$ cat src/rtl/cmd_pkg.sv
`default_nettype none
// ----------------------------------------------------------------------------
// Module : cmd_pkg
// Brief  : Shared constants, state enum and opcode decode for cmd_frame_parser.
// Rev    : 1.0
// ----------------------------------------------------------------------------
package cmd_pkg;

  localparam logic [7:0]  c_SYNC_BYTE  = 8'hA5;

  localparam logic [7:0]  c_OP_FREQ    = 8'h01;
  localparam logic [7:0]  c_OP_AMP     = 8'h02;
  localparam logic [7:0]  c_OP_PHASE   = 8'h03;
  localparam logic [7:0]  c_OP_WAVE    = 8'h04;

  localparam logic [1:0]  c_ID_FREQ    = 2'd0;
  localparam logic [1:0]  c_ID_AMP     = 2'd1;
  localparam logic [1:0]  c_ID_PHASE   = 2'd2;
  localparam logic [1:0]  c_ID_WAVE    = 2'd3;

  localparam logic [13:0] c_AMP_RESET  = 14'h3FFF;

  typedef enum logic [2:0] {
    S_IDLE    = 3'd0,
    S_GET_CMD = 3'd1,
    S_GET_PAY = 3'd2,
    S_GET_CHK = 3'd3,
    S_APPLY   = 3'd4
  } state_t;

  // Returns {valid, cfg_id}; valid is low for unknown opcodes.
  function automatic logic [2:0] op_decode(input logic [7:0] op);
    case (op)
      c_OP_FREQ:  return {1'b1, c_ID_FREQ};
      c_OP_AMP:   return {1'b1, c_ID_AMP};
      c_OP_PHASE: return {1'b1, c_ID_PHASE};
      c_OP_WAVE:  return {1'b1, c_ID_WAVE};
      default:    return 3'b000;
    endcase
  endfunction

endpackage
`default_nettype wire

$ cat src/rtl/cmd_gap_timer.sv
`default_nettype none
// ----------------------------------------------------------------------------
// Module : cmd_gap_timer
// Brief  : Counts idle clocks between bytes of a frame; expire when the gap limit is hit.
// Rev    : 1.0
// ----------------------------------------------------------------------------
module cmd_gap_timer #(
  parameter int TIMEOUT_CYCLES = 50000
) (
  input  logic clk,
  input  logic rst_n,
  input  logic i_clear,
  input  logic i_run,
  output logic o_expire
);

  localparam int             CW     = (TIMEOUT_CYCLES > 1) ? $clog2(TIMEOUT_CYCLES) : 1;
  localparam logic [CW-1:0]  c_LAST = CW'(TIMEOUT_CYCLES - 1);

  logic [CW-1:0] r_cnt;

  always_ff @(posedge clk) begin
    if (!rst_n || i_clear || !i_run) begin
      r_cnt <= '0;
    end else if (r_cnt != c_LAST) begin
      r_cnt <= r_cnt + CW'(1);
    end
  end

  // A byte in the expiry cycle clears the counter instead of expiring.
  assign o_expire = i_run && !i_clear && (r_cnt == c_LAST);

endmodule
`default_nettype wire

$ cat src/rtl/cmd_frame_parser.sv
`default_nettype none
// ----------------------------------------------------------------------------
// Module : cmd_frame_parser
// Brief  : Assembles USB byte strobes into framed generator commands; CMD_CHECKSUM_EN adds a CHK byte.
// Rev    : 1.0
// ----------------------------------------------------------------------------
module cmd_frame_parser
  import cmd_pkg::*;
#(
  parameter int TIMEOUT_CYCLES = 50000
) (
  input  logic        clk,
  input  logic        rst_n,
  input  logic [7:0]  i_rx_data,
  input  logic        i_rx_valid,
  output logic [31:0] o_freq_word,
  output logic [13:0] o_amp_word,
  output logic [15:0] o_phase_word,
  output logic [1:0]  o_wave_sel,
  output logic        o_cfg_upd,
  output logic [1:0]  o_cfg_id,
  output logic        o_frame_err
);

  state_t      r_state;
  state_t      w_state_nxt;
  logic [1:0]  r_cnt;
  logic [7:0]  r_cmd;
  logic [31:0] r_pay;
`ifdef CMD_CHECKSUM_EN
  logic [7:0]  r_xor;
`endif

  logic        w_take;
  logic        w_run;
  logic        w_expire;
  logic        w_upd;
  logic        w_err;
  logic [1:0]  w_id;
  logic [2:0]  w_dec;

  assign w_take = i_rx_valid && (r_state != S_APPLY);
  assign w_run  = (r_state != S_IDLE) && (r_state != S_APPLY);
  assign w_dec  = op_decode(r_cmd);

  cmd_gap_timer #(
    .TIMEOUT_CYCLES (TIMEOUT_CYCLES)
  ) u_gap_timer (
    .clk      (clk),
    .rst_n    (rst_n),
    .i_clear  (w_take),
    .i_run    (w_run),
    .o_expire (w_expire)
  );

  always_ff @(posedge clk) begin
    if (!rst_n) r_state <= S_IDLE;
    else        r_state <= w_state_nxt;
  end

  always_comb begin
    w_state_nxt = r_state;
    w_upd       = 1'b0;
    w_err       = 1'b0;
    w_id        = w_dec[1:0];
    case (r_state)
      S_IDLE: begin
        if (w_take && (i_rx_data == c_SYNC_BYTE)) w_state_nxt = S_GET_CMD;
      end
      S_GET_CMD: begin
        if (w_take) begin
          w_state_nxt = S_GET_PAY;
        end else if (w_expire) begin
          w_state_nxt = S_IDLE;
          w_err       = 1'b1;
        end
      end
      S_GET_PAY: begin
        if (w_take) begin
`ifdef CMD_CHECKSUM_EN
          if (r_cnt == 2'd0) w_state_nxt = S_GET_CHK;
`else
          if (r_cnt == 2'd0) w_state_nxt = S_APPLY;
`endif
        end else if (w_expire) begin
          w_state_nxt = S_IDLE;
          w_err       = 1'b1;
        end
      end
`ifdef CMD_CHECKSUM_EN
      S_GET_CHK: begin
        if (w_take) begin
          w_state_nxt = (i_rx_data == r_xor) ? S_APPLY : S_IDLE;
          w_err       = (i_rx_data != r_xor);
        end else if (w_expire) begin
          w_state_nxt = S_IDLE;
          w_err       = 1'b1;
        end
      end
`endif
      S_APPLY: begin
        w_state_nxt = S_IDLE;
        w_upd       = w_dec[2];
        w_err       = !w_dec[2];
      end
      default: w_state_nxt = S_IDLE;
    endcase
  end

  always_ff @(posedge clk) begin
    if (!rst_n) begin
      r_cnt        <= 2'd0;
      r_cmd        <= 8'd0;
      r_pay        <= 32'd0;
`ifdef CMD_CHECKSUM_EN
      r_xor        <= 8'd0;
`endif
      o_freq_word  <= 32'd0;
      o_amp_word   <= c_AMP_RESET;
      o_phase_word <= 16'd0;
      o_wave_sel   <= 2'd0;
      o_cfg_upd    <= 1'b0;
      o_cfg_id     <= 2'd0;
      o_frame_err  <= 1'b0;
    end else begin
      o_cfg_upd   <= w_upd;
      o_frame_err <= w_err;
      if (w_take && (r_state == S_GET_CMD)) begin
        r_cmd <= i_rx_data;
        r_cnt <= 2'd3;
`ifdef CMD_CHECKSUM_EN
        r_xor <= i_rx_data;
`endif
      end
      if (w_take && (r_state == S_GET_PAY)) begin
        r_pay <= {r_pay[23:0], i_rx_data};
        r_cnt <= r_cnt - 2'd1;
`ifdef CMD_CHECKSUM_EN
        r_xor <= r_xor ^ i_rx_data;
`endif
      end
      // Holding register and cfg_upd move on the same edge.
      if (w_upd) begin
        o_cfg_id <= w_id;
        case (w_id)
          c_ID_FREQ:  o_freq_word  <= r_pay;
          c_ID_AMP:   o_amp_word   <= r_pay[13:0];
          c_ID_PHASE: o_phase_word <= r_pay[15:0];
          default:    o_wave_sel   <= r_pay[1:0];
        endcase
      end
    end
  end

endmodule
`default_nettype wire

$ cat config.mk
export PLATFORM = sky130hd
export DESIGN_NAME = cmd_frame_parser
export DESIGN_NICKNAME = d
export VERILOG_FILES = /design/src/rtl/cmd_pkg.sv /design/src/rtl/cmd_gap_timer.sv /design/src/rtl/cmd_frame_parser.sv
export SDC_FILE = /design/constraint.sdc
export NUM_CORES = 1
export LEC_CHECK = 0
export ABC_AREA = 1
export BUFFER_PORTS_ARGS = -buffer_cell sky130_fd_sc_hd__buf_2
export CELL_PAD_IN_SITES_DETAIL_PLACEMENT = 1
export CELL_PAD_IN_SITES_GLOBAL_PLACEMENT = 1
export CORE_MARGIN = 2
export CORE_UTILIZATION = 37
export CTS_CLUSTER_SIZE = 40
export DETAILED_ROUTE_END_ITERATION = 16
export GPL_ROUTABILITY_DRIVEN = 0
export PLACE_DENSITY = 0.78
export SLEW_MARGIN = 10
export SYNTH_ARGS = -nofsm -noshare
export SYNTH_HDL_FRONTEND = slang
export SYNTH_SLANG_ARGS = --single-unit
$ cat constraint.sdc
create_clock -name clk -period 1.4 [get_ports clk]
set_clock_uncertainty 0.15 [all_clocks]
set_input_delay 0.07 -clock clk [delete_from_list [all_inputs] [get_ports clk]]
set_output_delay 0.07 -clock clk [all_outputs]
set_load 0.02 [all_outputs]
Word-level counts from Yosys, hierarchy flattened
Cells that the tools add are included.
{ "word_totals": {"reg_bits": 129, "in_bits": 11, "output_inout_bits": 68, "word_cells": 68} }
{ "classes": {"add_sub_neg": 2, "eq_ne": 15, "n_mux": 13, "bitwise": 1, "n_reduce_logical": 25} }
{ "ops": {"columns": ["operator", "count"], "rows": [
  ["adder 16 x 1 -> 16 bit (second input constant)", 1],
  ["equality test 16 bit (second input constant)", 1],
  ["equality test 8 x 2 -> 1 bit (second input constant)", 2],
  ["inequality test 16 bit (second input constant)", 1],
  ["two-way mux 3 bit", 5],
  ["one-hot mux 3 bit (4 select lines)", 1],
  ["AND reduction 2 bit", 5],
  ["one-hot mux 3 bit (3 select lines)", 1],
  ["equality test 8 x 1 -> 1 bit (second input constant)", 1],
  ["equality test 8 x 3 -> 1 bit (second input constant)", 1],
  ["equality test 8 bit (second input constant)", 1],
  ["logical AND 1 bit", 7],
  ["inequality test 3 bit (second input constant)", 2],
  ["zero test 1 bit", 4],
  ["zero test 2 bit", 2],
  ["two-way mux 2 bit", 2],
  ["equality test 3 x 1 -> 1 bit (second input constant)", 1],
  ["equality test 3 x 2 -> 1 bit (second input constant)", 1],
  ["equality test 3 bit (second input constant)", 1],
  ["zero test 3 bit", 1],
  ["two-way mux 1 bit", 3],
  ["nonzero test 3 bit", 1],
  ["OR reduction 3 bit", 1],
  ["equality test 2 x 1 -> 1 bit (second input constant)", 1],
  ["other kinds (8)", 9]
]} }

Depth between registers and ports, before layout
Gate-level depths: netlist (run 1).
{ "depth": {"ltp_word": 8, "ltp_mapped": 9, "ltp_nobuf": 9} }

Modules after synthesis
A second synthesis (run 1) with hierarchy kept.
{ "unflattened": {"hier_cells": 736, "area_unflattened_um2": 5312.6} }
{ "by_module_without_submodules": {"columns": ["mod", "n_inst", "cells_each", "area_per_inst_um2", "seq_area_each_um2"], "rows": [
  ["cmd_frame_parser", 1, 600, 4420.5, 2262.2],
  ["cmd_gap_timer", 1, 136, 892.1, 320.3]
]} }

Worst setup path before layout (run 1)
Ideal clock, no wire load.
{ "synth_timing": {"path_kind": "reg-to-reg", "startpoint": "register u_gap_timer.r_cnt[0]", "endpoint": "register u_gap_timer.r_cnt[12]", "setup_ns": 0.132, "t_arrival_ns": 1.242, "required_time_ns": 1.118, "slack_ns": -0.124, "path_stages_with_launch": 9, "n_path_buf": 0, "synth_period_minus_slack_ns": 1.524, "cell_sequence": "dfxtp_1 -> ha_1 -> nand2_1 -> nor3_2 -> inv_1 -> nor2_4 -> nand2_1 -> nand2_1 -> a21oi_1"} }
{ "synth_via": {"elab_chain_cells": 1, "word_cells_on_any_way": 2, "cone_classes": "add/sub: 1; eq/ne: 1"} }
{ "synth_lines": {"columns": ["item", "line", "text"], "rows": [
  ["start: declaration", "cmd_gap_timer.sv:20", "logic [CW-1:0] r_cnt;"],
  ["start signal: assignment", "cmd_gap_timer.sv:26", "r_cnt <= r_cnt + CW'(1);"],
  ["adder 16 x 1 -> 16 bit or inequality test 16 bit (tied branches)", "cmd_gap_timer.sv:26, cmd_gap_timer.sv:25", null]
]} }
Parallel ways exist; a longest one is shown, timed or not.
A chain may end at the register's enable or synchronous reset.

Worst setup path after layout (run 1)
{ "layout_timing": {"startpoint": "register r_cmd[4]", "endpoint": "register o_amp_word[5]"} }
{ "layout_via": {"elab_chain_cells": 4, "word_cells_on_any_way": 8, "cone_classes": "eq/ne: 5; mux: 2; reduce/logical: 1"} }
{ "layout_lines": {"columns": ["item", "line", "text"], "rows": [
  ["start: declaration", "cmd_frame_parser.sv:28", "logic [7:0] r_cmd;"],
  ["start signal: assignment", "cmd_frame_parser.sv:129", "r_cmd <= i_rx_data;"],
  ["equality test 8 x 3 -> 1 bit (tied with other cells)", "cmd_pkg.sv:33", "case (op)"],
  ["one-hot mux 3 bit (4 select lines) (*)", "cmd_pkg.sv:33", null],
  ["equality test 2 x 1 -> 1 bit or two-way mux 1 bit (tied branches)", "cmd_frame_parser.sv:145, cmd_frame_parser.sv:66", null],
  ["AND reduction 2 bit (no line) (*)", null, null],
  ["end signal: assignment", "cmd_frame_parser.sv:119", "o_amp_word <= c_AMP_RESET;"],
  ["end signal: assignment", "cmd_frame_parser.sv:147", "c_ID_AMP: o_amp_word <= r_pay[13:0];"],
  ["end: declaration", "cmd_frame_parser.sv:17", "output logic [13:0] o_amp_word,"]
]} }
Mark *: on every way between the ends. The rest lies on a longest branch, timed or not.

==> flow_summary_export.csv, run 1 <==
group,metric,value,unit
final_layout,finalNetCount,937,
floorplan,core-area,14500,sq um
timing,worst_pin_slew,423,ps
final_layout,area_growth,49.6,%
setup_path,cp.buffers_inverters,0,
grt,gr-usage-met1,27.0,%
clocking,root_buffer,"clkbuf_16",
synth,synth_most_common_cell,"nand2_1",
setup_path,crit_chain,"nor2_4, nand3_4, o21ai_4, nand3_4, nand2_2, nand3_1",
setup_path,start_kind,"register",
synth,syn-cell-area,5440,sq um
setup_path,crit_family,"simple AND/OR/NAND/NOR gates",
synth,synth.area.top_cells,"dfxtp_1 47%, nand2_1 15%, nor2_1 9.0%",
grt,grt_pass1_vias,5715,
grt,met3_usage,5.01,%
grt,grt-ovfl-total,0,
setup_path,critical_path_required,1540,ps
timing,rsz0062_at_grt,"true",
setup_path,reg2regPathDepth,6,
synth,synth_flop_cell,"dfxtp_1",
clocking,clock_path_buffers,2,
setup_path,crit_top_cell,"nand3_4",
power,ir_worst_vdd,0.907,mV
floorplan,die_h,125,um
setup_path,cp_slowest_cell,"dfxtp_2",
timing,layout_min_cycle_time,1640,ps
synth,synth.avg_cell_area,7.10,sq um
setup_path,critical_path_class,"reg2reg",
grt,grt_pass1_wl,28500,um
route,drt-pass1-iter-count,5,
clocking,cts_sinks,129,
power,static-leakage-power,4.03,nW
synth,syn_inst,767,
setup_path,ff2ff_setup_slack,-240,ps
setup_path,crit_path_end_kind,"register",
grt,antenna_found_initial,0,
route,detail-route-antenna-nets,0,
route,drt_iter0_drc,314,
place,placedCellCount,1046,
synth,synth_edf_count,0,
timing,finalSetupTns,-15150,ps
floorplan,io_pins,79,
power,power_density,1100,nW/um^2
synth,syn_nets,780,
setup_path,crit_cells,6,
grt,grtUsageMet2,40.1,%
worst_hold_path,hold_path_class,"reg2reg",
place,dpl_worst_slack,-162,ps
setup_path,r2r-start,"r_cmd[4]$_SDFFE_PN0P_",
final_layout,stdcell_area,8150,sq um
timing,whs,315,ps
timing,slew_headroom,71.8,%
route,wl_per_cell,17.9,um
setup_path,endpoint,"o_amp_word[5]$_SDFFE_PN1P_",
timing,final-max-slew-violation-count,0,
clocking,clk_pin_slew,60,ps
timing,max_freq,0.611,GHz
route,vias,5647,
final_layout,drive_gt1_share,39.9,%
setup_path,r2r-end,"o_amp_word[5]$_SDFFE_PN1P_",
synth,ys_warn_count,0,
setup_path,cp.arrival,1770,ps
setup_path,cp_slowest_stage_delay,340,ps
floorplan,num_rows,44,
place,dpl.hpwl,10600,um
grt,grt_max_degree,53,
clocking,cts_tree,"built",
synth,yosysUniqueCellTypes,32,
synth,netlist_top_cells_count,"213 x nand2_1, 130 x nor2_1, 129 x dfxtp_1",
synth,yosys.area.top_type,"dfxtp_1",
floorplan,die_area,15700,sq um
clocking,cts_buffers,17,
timing,finalHoldViolations,0,
timing,fin_ws,-236,ps
clocking,cts.htree.levels,4,
place,port-buffer-count,78,
timing,post-route-period-util,117,%
final_layout,fin_cells,1120,
synth,async_reset_ff_share,0,%
setup_path,path_max_fanout,7,
floorplan,initial_utilization,37.6,%
grt,busiest_layer,"met2",
route,route.detailed.vias_per_inst,5.04,
route,routed_wl,20100,um
final_layout,n_antenna_cell,0,
flow_run,maxCapViolCount,0,
grt,grtUsageTotal,22.8,%
setup_path,startpoint,"r_cmd[4]$_SDFFE_PN0P_",
clocking,clock_latency,430,ps
floorplan,fp.dieW,125,um
synth,yosys_register_bits,129,
run_status,violations,"setup timing",
route,drc_errors,0,
synth,ys_seq_area_share,47.4,%
timing,finalSetupViolations,123,
synth,synth_top_area_share,47.4,%
place,placed_area,6360,sq um
run_status,outcome,"finished, violations left",
==> flip-flops by register name, summed over array words and instances (netlist names) <==
| name | cells |
|---|---|
| o_freq_word | 32 |
| r_pay | 32 |
| o_phase_word | 16 |
| u_gap_timer.r_cnt | 16 |
| o_amp_word | 14 |
| r_cmd | 8 |
| r_state | 3 |
| o_cfg_id | 2 |
| o_wave_sel | 2 |
| r_cnt | 2 |
| o_cfg_upd | 1 |
| o_frame_err | 1 |
==> worst min-delay path by stage <==
stage,start,to,slack [ps],depth (start not counted)
2_1_floorplan,i_rx_data[7],r_cmd[7]$_SDFFE_PN0P_,50,2
3_3_place_gp,i_rx_data[1],r_cmd[1]$_SDFFE_PN0P_,210,3
3_5_place_dp,i_rx_data[1],r_cmd[1]$_SDFFE_PN0P_,210,3
4_1_cts,i_rx_data[1],r_cmd[1]$_SDFFE_PN0P_,300,4
5_1_grt,i_rx_data[7],r_pay[7]$_SDFFE_PN0P_,330,4
6_report,o_amp_word[13]$_SDFFE_PN1P_,o_amp_word[13]$_SDFFE_PN1P_,310,2
==> power breakdown <==
part           total [mW]  internal, mW  switching [mW]
Sequential           3.79          3.72          0.0696
Clock                4.34          2.65            1.70
Combinational       0.869         0.365           0.504
Total                9.00          6.73            2.27
==> tightest hold or removal path: stages, from the launching register on <==
cell and delay, ps:
dfxtp_1 320, nand2_1 60, nand3_1 50
==> kinds of logic after synthesis <==
logic type | count (synthesis) | share of synthesized area (%)
AOI/OAI and AO/OA | 90 | 8.50
xor gates and xnor gates | 2 | 0.322
adders and majority gates | 2 | 0.460
buffers and inverters | 127 | 10.0
DFF | 129 | 47.4
and+or+nand+nor | 417 | 33.3
==> cell usage in the layout (no fill, tap or decap), types with 3 or more instances in the layout <==
cell type      count
nand3_4            8
nor2_1           113
clkbuf_1           3
clkbuf_16         18
buf_6             20
buf_2             78
a21oi_1           25
a21oi_2           35
nand3_1           18
nand3_2            6
clkinv_2           4
o21ai_1           13
clkinvlp_4         3
dlygate4sd3_1     10
nor2_2            11
buf_4             46
nand2_1          161
buf_12            15
dfxtp_1          110
nand2_4           22
inv_1             79
o21ai_0            4
o21ai_2           11
nor3_4             3
nand4_1           20
dfxtp_2           16
nor2_4            15
dfxtp_4            3
nand2_2           33
inv_2             11
==> layer usage <==
layer  vias up  share of wire, %
met3        45               4.0
met2       153                53
met4         0               2.5
li1       2699                 -
met5         -                 0
met1      2750                40
==> per-stage QoR <==
stage | total power, mW | util, %
final | 9.00 | 56.3
after global routing | 9.27 | 56.3
after CTS | 8.85 | 52.1
after detailed placement | 4.37 | 43.9
after global placement | 4.35 | 43.9
after floorplan | 4.17 | -
==> cell type report <==
class	instances	area, sq um
Multi-Input combinational cell	512	2960
Inverter	93	362
Clock buffer	21	450
Tap cell	184	230
Timing Repair Buffer	171	1410
Clock inverter	10	111
Sequential cell	129	2610
Fill cell	1743	6330
==> timing repair <==
item / CTS / global route
cloned: 7 / 2
hold endpoints to repair: 46 / 0
buffers inserted: 15 / 16
gates resized for setup: 85 / 166
hold buffers: 10 / 0
endpoints found under the setup margin: 122 / 129
pin swaps: 24 / 51
Note: power is estimated with default switching activity, not from simulation.
==> run 2, diff against run 1 <==
Settings changed: CORE_MARGIN 2 to default.
==> flow_summary_export.csv, run 2 (same netlist as run 1, synthesis figures left out) <==
group,metric,value,unit
setup_path,start_kind,"register",
final_layout,final_common_cell,"nand2_1",
clocking,clock_path_buffers,2,
place,placed_area,6320,sq um
grt,grt-ovfl-total,0,
setup_path,critical_path_required,1560,ps
timing,layout_min_cycle_time,1730,ps
grt,antenna_found_initial,0,
power,power_density,1110,nW/um^2
timing,worst_pin_slew,443,ps
clocking,cts_tree,"built",
setup_path,critical_path_class,"reg2reg",
floorplan,num_rows,43,
final_layout,fill_cells,1682,
grt,grt_pass1_wl,29400,um
route,routed_wl,24200,um
clocking,cts_sinks,129,
setup_path,cp.buffers_inverters,2,
timing,post-route-period-util,123,%
clocking,clk_pin_slew,60,ps
route,drt-pass1-iter-count,5,
route,wl_per_cell,21.7,um
grt,grt_max_degree,65,
worst_hold_path,hold_path_class,"in2reg",
final_layout,n_antenna_cell,0,
run_status,outcome,"finished, violations left",
timing,final-max-slew-violation-count,0,
timing,finalSetupTns,-23000,ps
setup_path,cp_slowest_stage_delay,340,ps
grt,grt_pass1_vias,5841,
floorplan,initial_utilization,38.6,%
clocking,cts_buffers,17,
final_layout,layout_common_cells,"155 x nand2_1, 110 x nor2_1, 110 x dfxtp_1, 79 x buf_2, 78 x inv_1",
setup_path,crit_path_end_kind,"register",
setup_path,path_max_fanout,7,
grt,grtUsageTotal,25.6,%
final_layout,reg_top3,"o_freq_word (32), r_pay (32)",
power,static-leakage-power,3.82,nW
final_layout,stdcell_area,8260,sq um
clocking,clock_latency,440,ps
setup_path,crit_top_cell,"nand2_2",
floorplan,die_h,123,um
timing,rsz0062_at_grt,"true",
route,route.detailed.vias_per_inst,5.40,
clocking,cts.htree.levels,4,
final_layout,area_growth,51.7,%
floorplan,core-area,14100,sq um
timing,whs,36.9,ps
power,ir_worst_vdd,0.995,mV
route,drt_iter0_drc,397,
setup_path,cp_slowest_cell,"dfxtp_2",
floorplan,fp.dieW,123,um
timing,max_freq,0.579,GHz
floorplan,io_pins,79,
floorplan,die_area,15200,sq um
route,vias,5996,
route,detail-route-antenna-nets,0,
run_status,violations,"setup timing",
timing,finalSetupViolations,121,
timing,slew_headroom,70.4,%
final_layout,drive_gt1_share,41.1,%
power,power.total,9.20,mW
setup_path,cp.arrival,1880,ps
route,drc_errors,0,
timing,fin_ws,-326,ps
final_layout,finalNetCount,931,
clocking,root_buffer,"clkbuf_16",
place,dpl.hpwl,11100,um
setup_path,crit_chain,"nor2_4, nand2_2, inv_2, nand2_4, o21ai_4, buf_12, nand3_4, nand2_2, nand3_2",
setup_path,crit_family,"simple AND/OR/NAND/NOR gates",
place,port-buffer-count,78,
timing,finalHoldViolations,0,
flow_run,maxCapViolCount,0,
[run 2: changes by cell type in the layout (fill, tap and decap cells not counted), sizes merged]
cell | previous run | this run
clkbuf | 22 | 26
bufinv | 2 | 1
inv | 92 | 93
clkinvlp | 3 | 4
buf | 160 | 150
[run 2: worst register-to-register path: cells and delay by family, from the launching register on]
kind	cells	cell delay, ps
AO/OA/AOI/OAI	1	100
flip-flops	1	340
buffers and inverters	2	250
AND/OR/NAND/NOR	6	770
[run 2: metrics by stage]
| stage | util [%] | setup slack [ps] | instances |
|---|---|---|---|
| final | 58.6 | -326 | 1111 |
| after global routing | 58.6 | -382 | 1111 |
| after CTS | 53.2 | -219 | 1097 |
| after detailed placement | 44.9 | -194 | 1038 |
| after global placement | 44.9 | -134 | 1038 |
| after floorplan | - | -53.4 | 767 |
[run 2: what timing repair did]
action | in CTS | in global routing
resized for setup | 98 | 159
buffers inserted | 11 | 11
cloned | 6 | 5
pin swaps | 27 | 56
endpoints found under the setup margin | 119 | 127
hold endpoints to repair | 33 | 2
hold buffers | 10 | 1
[run 2: report_power, final]
group / switching (mW) / total, mW / internal (mW) / leakage, nW
clock: 1.83 / 4.46 / 2.64 / 0.278
combinational: 0.564 / 0.953 / 0.388 / 2.49
sequential: 0.0712 / 3.79 / 3.72 / 1.05
[run 2: final timing paths]
path,startpoint,to,slack (ps),depth (start not counted)
worst max-delay path,r_cmd[5]$_SDFFE_PN0P_,o_amp_word[10]$_SDFFE_PN1P_,-330,9
worst max register to register,r_cmd[5]$_SDFFE_PN0P_,o_amp_word[10]$_SDFFE_PN1P_,-330,9
worst min register to register,r_cmd[5]$_SDFFE_PN0P_,r_cmd[5]$_SDFFE_PN0P_,330,2
worst min-delay path,i_rx_valid,o_frame_err$_SDFF_PN0_,40,5
[run 2: metal layers]
metal / track usage (%) / vias to the layer above / part of all wire, %
met5: 0 / - / 0
met4: 10.5 / 0 / 4.4
met3: 4.66 / 92 / 5.3
met2: 46.0 / 279 / 52
met1: 29.7 / 2940 / 38
li1: - / 2685 / -
[run 2: layout make-up]
type | count | area (sq um) | area share, %
clock buffer | 21 | 480 | 5.82
sequential | 129 | 2620 | 31.7
timing repair buffer | 165 | 1430 | 17.3
clock inverter | 11 | 105 | 1.27
multi-input combinational | 512 | 3030 | 36.7
tap | 180 | 225 | 2.73
inverter | 93 | 372 | 4.50
